--- src/rtl/keypad_pkg.sv ---
// Shared types and keycode field helpers for the keypad responder.
// Bounce emulation is enabled by defining KPD_BOUNCE_EN.
package keypad_pkg;

  typedef enum logic [2:0] {
    S_IDLE,
    S_BOUNCE_IN,
    S_HOLD,
    S_BOUNCE_OUT,
    S_GAP
  } state_t;

  localparam int KEY_ROWS = 4;
  localparam int KEY_COLS = 3;
  localparam logic [1:0] KEY_INVALID_COL = 2'b11;

  function automatic logic [1:0] key_col(input logic [3:0] k);
    return k[3:2];
  endfunction

  function automatic logic [1:0] key_row(input logic [3:0] k);
    return k[1:0];
  endfunction

endpackage

--- src/rtl/keypad_tick_gen.sv ---
// Free-running prescaler: one-cycle tick every TICK_DIV clocks.
// Counter runs 0..TICK_DIV-1; tick is high while it holds the last value.
module keypad_tick_gen #(
  parameter int TICK_DIV = 8000
) (
  input  logic fin,
  input  logic rst,
  output logic tick
);

  localparam int W = (TICK_DIV > 1) ? $clog2(TICK_DIV) : 1;
  localparam logic [W-1:0] LAST = W'(TICK_DIV - 1);

  logic [W-1:0] cnt;

  always_ff @(posedge fin) begin
    if (rst) begin
      cnt <= '0;
    end else if (cnt == LAST) begin
      cnt <= '0;
    end else begin
      cnt <= cnt + W'(1);
    end
  end

  assign tick = (cnt == LAST);

endmodule

--- src/rtl/keypad_responder.sv ---
// 4x3 matrix keypad emulator: presses keys on command, answers row scans.
// Define KPD_BOUNCE_EN to add contact bounce at press and release.
module keypad_responder
  import keypad_pkg::*;
#(
  parameter int TICK_DIV     = 8000,
  parameter int GAP_TICKS    = 4,
  parameter int BOUNCE_TICKS = 3
) (
  input  logic        fin,
  input  logic        rst,
  input  logic        cmd_valid,
  output logic        cmd_ready,
  input  logic [3:0]  cmd_key,
  input  logic [15:0] cmd_hold,
  input  logic [3:0]  scan,
  output logic [2:0]  colum,
  output logic        pressed,
  output logic        busy,
  output logic        err
);

  localparam logic [15:0] GAP_LAST = 16'(GAP_TICKS - 1);
  localparam logic [15:0] BNC_LAST = 16'(BOUNCE_TICKS - 1);

  if (GAP_TICKS < 1 || BOUNCE_TICKS < 1) begin : g_cfg_check
    $error("keypad_responder: GAP_TICKS and BOUNCE_TICKS must be >= 1");
  end

  state_t      state;
  logic [3:0]  key;
  logic [15:0] hold_last;
  logic [15:0] cnt;
  logic        contact;
  logic        tick;
  logic [2:0]  col_hot;

  keypad_tick_gen #(
    .TICK_DIV(TICK_DIV)
  ) u_tick (
    .fin  (fin),
    .rst  (rst),
    .tick (tick)
  );

  always_ff @(posedge fin) begin
    if (rst) begin
      state     <= S_IDLE;
      key       <= '0;
      hold_last <= '0;
      cnt       <= '0;
      contact   <= 1'b0;
      err       <= 1'b0;
    end else begin
      err <= 1'b0;
      unique case (state)
        S_IDLE: begin
          if (cmd_valid) begin
            if (key_col(cmd_key) == KEY_INVALID_COL) begin
              err <= 1'b1;
            end else begin
              key <= cmd_key;
              // zero hold is treated as a one-tick hold
              hold_last <= (cmd_hold == 16'd0) ? 16'd0 : cmd_hold - 16'd1;
              cnt <= '0;
`ifdef KPD_BOUNCE_EN
              state <= S_BOUNCE_IN;
`else
              state   <= S_HOLD;
              contact <= 1'b1;
`endif
            end
          end
        end
`ifdef KPD_BOUNCE_EN
        S_BOUNCE_IN: begin
          if (tick) begin
            contact <= ~contact;
            if (cnt == BNC_LAST) begin
              state <= S_HOLD;
              cnt   <= '0;
            end else begin
              cnt <= cnt + 16'd1;
            end
          end
        end
        S_BOUNCE_OUT: begin
          if (tick) begin
            contact <= ~contact;
            if (cnt == BNC_LAST) begin
              state <= S_GAP;
              cnt   <= '0;
            end else begin
              cnt <= cnt + 16'd1;
            end
          end
        end
`endif
        S_HOLD: begin
          if (tick) begin
            if (cnt == hold_last) begin
              cnt <= '0;
`ifdef KPD_BOUNCE_EN
              state <= S_BOUNCE_OUT;
`else
              state   <= S_GAP;
              contact <= 1'b0;
`endif
            end else begin
              cnt <= cnt + 16'd1;
            end
          end
        end
        S_GAP: begin
          if (tick) begin
            if (cnt == GAP_LAST) begin
              state <= S_IDLE;
              cnt   <= '0;
            end else begin
              cnt <= cnt + 16'd1;
            end
          end
        end
        default: state <= S_IDLE;
      endcase
    end
  end

  assign col_hot = 3'b001 << key_col(key);

  // only the key's own row strobe matters, as in a real matrix
  always_ff @(posedge fin) begin
    if (rst) begin
      colum <= 3'b111;
    end else if (contact && !scan[key_row(key)]) begin
      colum <= ~col_hot;
    end else begin
      colum <= 3'b111;
    end
  end

  assign cmd_ready = (state == S_IDLE);
  assign busy      = (state != S_IDLE);
  assign pressed   = contact;

endmodule

--- config.mk ---
export PLATFORM = sky130hd
export DESIGN_NAME = keypad_responder
export DESIGN_NICKNAME = d
export VERILOG_FILES = /design/src/rtl/keypad_pkg.sv /design/src/rtl/keypad_tick_gen.sv /design/src/rtl/keypad_responder.sv
export SDC_FILE = /design/constraint.sdc
export NUM_CORES = 1
export LEC_CHECK = 0
export ABC_AREA = 1
export CORE_MARGIN = 5
export CORE_UTILIZATION = 38
export CTS_BUF_LIST = sky130_fd_sc_hd__clkbuf_16
export CTS_CLUSTER_SIZE = 40
export DETAILED_ROUTE_END_ITERATION = 8
export PLACE_DENSITY_LB_ADDON = 0.12
export SLEW_MARGIN = 10
export SYNTH_ARGS = -nofsm -noshare
export SYNTH_HDL_FRONTEND = slang
export SYNTH_SLANG_ARGS = --single-unit
--- constraint.sdc ---
create_clock -name fin -period 4.35 [get_ports fin]
set_input_delay 0.87 -clock fin [delete_from_list [all_inputs] [get_ports fin]]
set_output_delay 0.87 -clock fin [all_outputs]
set_load 0.005 [all_outputs]
==> results.py <==
metrics = {
    "run_status": {
        "outcome": "finished clean",
    },
    "placement": {
        "place_area_mm2": 0.00362,
        "gp_congestion": 0.852,
        "dpl.hpwl_um": 5790,
        "dp_slack_ns": 1.32,
        "io_buffer_count": 33,
    },
    "synth": {
        "synthMuxAreaShare_pct": 0,
        "synth_adder_area_share_pct": 3.09,
        "syn_inst": 498,
        "synth-edff-count": 0,
        "yosysWarnings": 0,
        "ys_ff_latch": 56,
        "synth_simple_gate_area_share_pct": 38.6,
        "synth_xor_area_share_pct": 5.41,
        "synth_area_mm2": 0.00324,
        "ys_types": 39,
        "synth_nets": 533,
        "ys_async_sr_fraction_pct": 0,
        "seq_area_frac_synth_pct": 34.6,
        "synth_flop_cell": "dfxtp_1",
        "synth_compound_area_share_pct": 8.04,
        "postSynthAreaPerCell_um2": 6.50,
        "synth_top_family_by_area": "simple AND/OR/NAND/NOR gates",
    },
    "min_path": {
        "whs_path_depth": 1,
        "hold_class": "flop to flop",
    },
    "critical_path": {
        "crit_family": "buffers and inverters",
        "required_ns": 4.53,
        "worstSetupStartpointType": "input port",
        "crit_buf_inv": 2,
        "critPathKind": "input port to flop",
        "slowest_stage": "clkdlybuf4s50_1",
        "critPathCaptureType": "flop",
        "path_cells": "clkdlybuf4s50_1, clkinv_1, nand2_2, nor2_1",
        "r2r_slack_ns": 2.19,
        "cp_data_arrival_time_ns": 2.87,
        "cp.depth": 4,
        "cpPeakStageDelay_ns": 1.05,
        "r2r_cells": 8,
        "crit_path_max_fanout": 24,
    },
    "final_layout": {
        "final_common_cell": "nand2_1",
        "mostFrequentLayoutCells": "nand2_1, nor2_1, inv_1, dfxtp_1, nand3_1",
        "final_area_mm2": 0.00379,
        "multi_input_area_mm2": 0.00178,
        "final_nets": 563,
        "synthToLayoutAreaGrowth_pct": 17.2,
        "antenna_cells": 0,
        "layout.area.seq_mm2": 0.00112,
        "drive_gt1_share_pct": 5.86,
        "filler_cell_count": 870,
    },
    "clocking": {
        "cts_tree": "yes",
        "cts_inserted_buffers": 5,
        "cts_root_buf": "clkbuf_16",
        "cts-hold-fix-buffers": 0,
        "cts_buffer_depth": 2,
        "h-tree-depth": 2,
        "clk_pin_slew_ns": 0.07,
        "clk_latency_ns": 0.29,
        "clock-sinks": 56,
        "cts_post_setup_buffers_inserted": 0,
        "cts_resized": 0,
    },
    "floorplanning": {
        "die_area_mm2": 0.0105,
        "die_h_um": 102,
        "core_area_mm2": 0.00826,
        "pin_count": 34,
        "num_rows": 33,
        "start_util_pct": 39.2,
        "dieWidth_um": 102,
    },
    "timing": {
        "fin_crit_sh_pct": 61.8,
        "fin_skew_ns": 0.00831,
        "slew_violations": 0,
        "fmaxAchievable_mhz": 372,
        "setup_violations": 0,
        "min_period_ns": 2.69,
        "worst_slack_ns": 1.66,
        "rsz0062_at_grt": "false",
        "hold_viol": 0,
        "slew_headroom_pct": 41.1,
        "tns_ns": 0,
        "tightest_slew_ns": 0.881,
    },
    "route": {
        "wl_per_cell_um": 11.5,
        "vias": 3022,
        "viasPerCell": 4.77,
        "drc": 0,
        "drt_iter0_drc": 152,
        "drtPass1Iterations": 4,
        "wl_um": 7300,
        "ant_nets": 0,
    },
    "global_route": {
        "grt_max_degree": 25,
        "antenna_found_initial": 0,
        "grt_pass1_wl_um": 12600,
        "grt_pass1_vias": 2786,
        "overflow": 0,
        "grt.total_usage_pct": 14.7,
    },
    "power": {
        "power.density_mw_per_mm2": 403,
        "vdd_drop_max_v": 0.000211,
        "power_mw": 1.53,
        "leakagePower_nw": 1.56,
    },
    "run": {
        "cap_violations": 0,
    },
}
layer usage:
layer | global-route usage (%) | vias up | share of wire, %
met2 | 25.3 | 39 | 47
met5 | 0 | - | 0
li1 | - | 1625 | -
met3 | 2.53 | 6 | 3.3
met4 | 3.33 | 0 | 0.96
met1 | 19.3 | 1352 | 49
registers in the layout, summed over array words and instances (netlist names):
signal / cells
state: 2
u_tick.cnt: 13
pressed: 1
colum: 3
key: 4
cnt: 16
hold_last: 16
err: 1
synth_stat cells (2+ instances only):
library cell	count	share of area [%]
or2_2	2	0.39
nor3_1	6	0.93
nand2_2	7	1.4
o21ai_1	5	0.77
inv_2	4	0.46
dfxtp_1	56	35
clkinv_1	2	0.23
nor4_1	3	0.58
a21oi_1	24	3.7
ha_1	8	3.1
nor2_1	72	8.4
nand3_1	40	6.2
xnor2_1	5	1.4
nor2_2	4	0.77
nand2_1	141	16
xor2_1	15	4.1
o21ai_0	9	1.4
clkbuf_1	5	0.58
buf_6	2	0.70
a22oi_1	2	0.46
inv_1	60	7.0
nand4_1	9	1.7
worst paths after layout:
check                  endpoint  startpoint
setup reg to reg  hold_last[11]    state[2]
setup / recovery         cnt[4]         rst
hold / removal         colum[1]      key[2]
hold reg to reg        colum[1]      key[2]
through the flow:
| step | utilization, % | std cells | hold WS (ns) |
|---|---|---|---|
| 2_1_floorplan | - | 498 | 0.381 |
| 3_3_place_gp | 43.9 | 626 | 0.397 |
| 3_5_place_dp | 43.9 | 626 | 0.407 |
| 4_1_cts | 45.9 | 634 | 0.425 |
| 5_1_grt | 45.9 | 634 | 0.454 |
| 6_report | 45.9 | 634 | 0.419 |
cell type report:
| type | count | share of cell area [%] |
|---|---|---|
| Sequential cell | 56 | 29.6 |
| Clock buffer | 5 | 3.30 |
| Multi-Input combinational cell | 365 | 47.1 |
| Timing Repair Buffer | 33 | 8.71 |
| Clock inverter | 3 | 1.12 |
| Inverter | 67 | 6.77 |
| Tap cell | 105 | 3.47 |
cell families (layout without fill, tap and decap cells):
family | after synthesis | in the layout
flops | 56 | 56
compound gates | 47 | 47
fa+ha+maj | 8 | 8
xor+xnor | 20 | 20
simple gates | 290 | 290
buf+inv | 77 | 108
worst register-to-register path, cell delays in order, from the launching register on:
cell,delay (ns)
dfxtp_1,0.33
inv_1,0.10
ha_1,0.27
inv_1,0.08
nor2_1,0.40
o21ai_1,0.24
inv_1,0.38
nand3_1,0.13
a21oi_1,0.14
power by group:
part | total (mW) | internal (mW) | switching [mW]
Sequential | 0.611 | 0.564 | 0.0466
Clock | 0.461 | 0.272 | 0.189
Combinational | 0.455 | 0.171 | 0.285
Total | 1.53 | 1.01 | 0.520
Note: power is estimated with default switching activity, not from simulation.
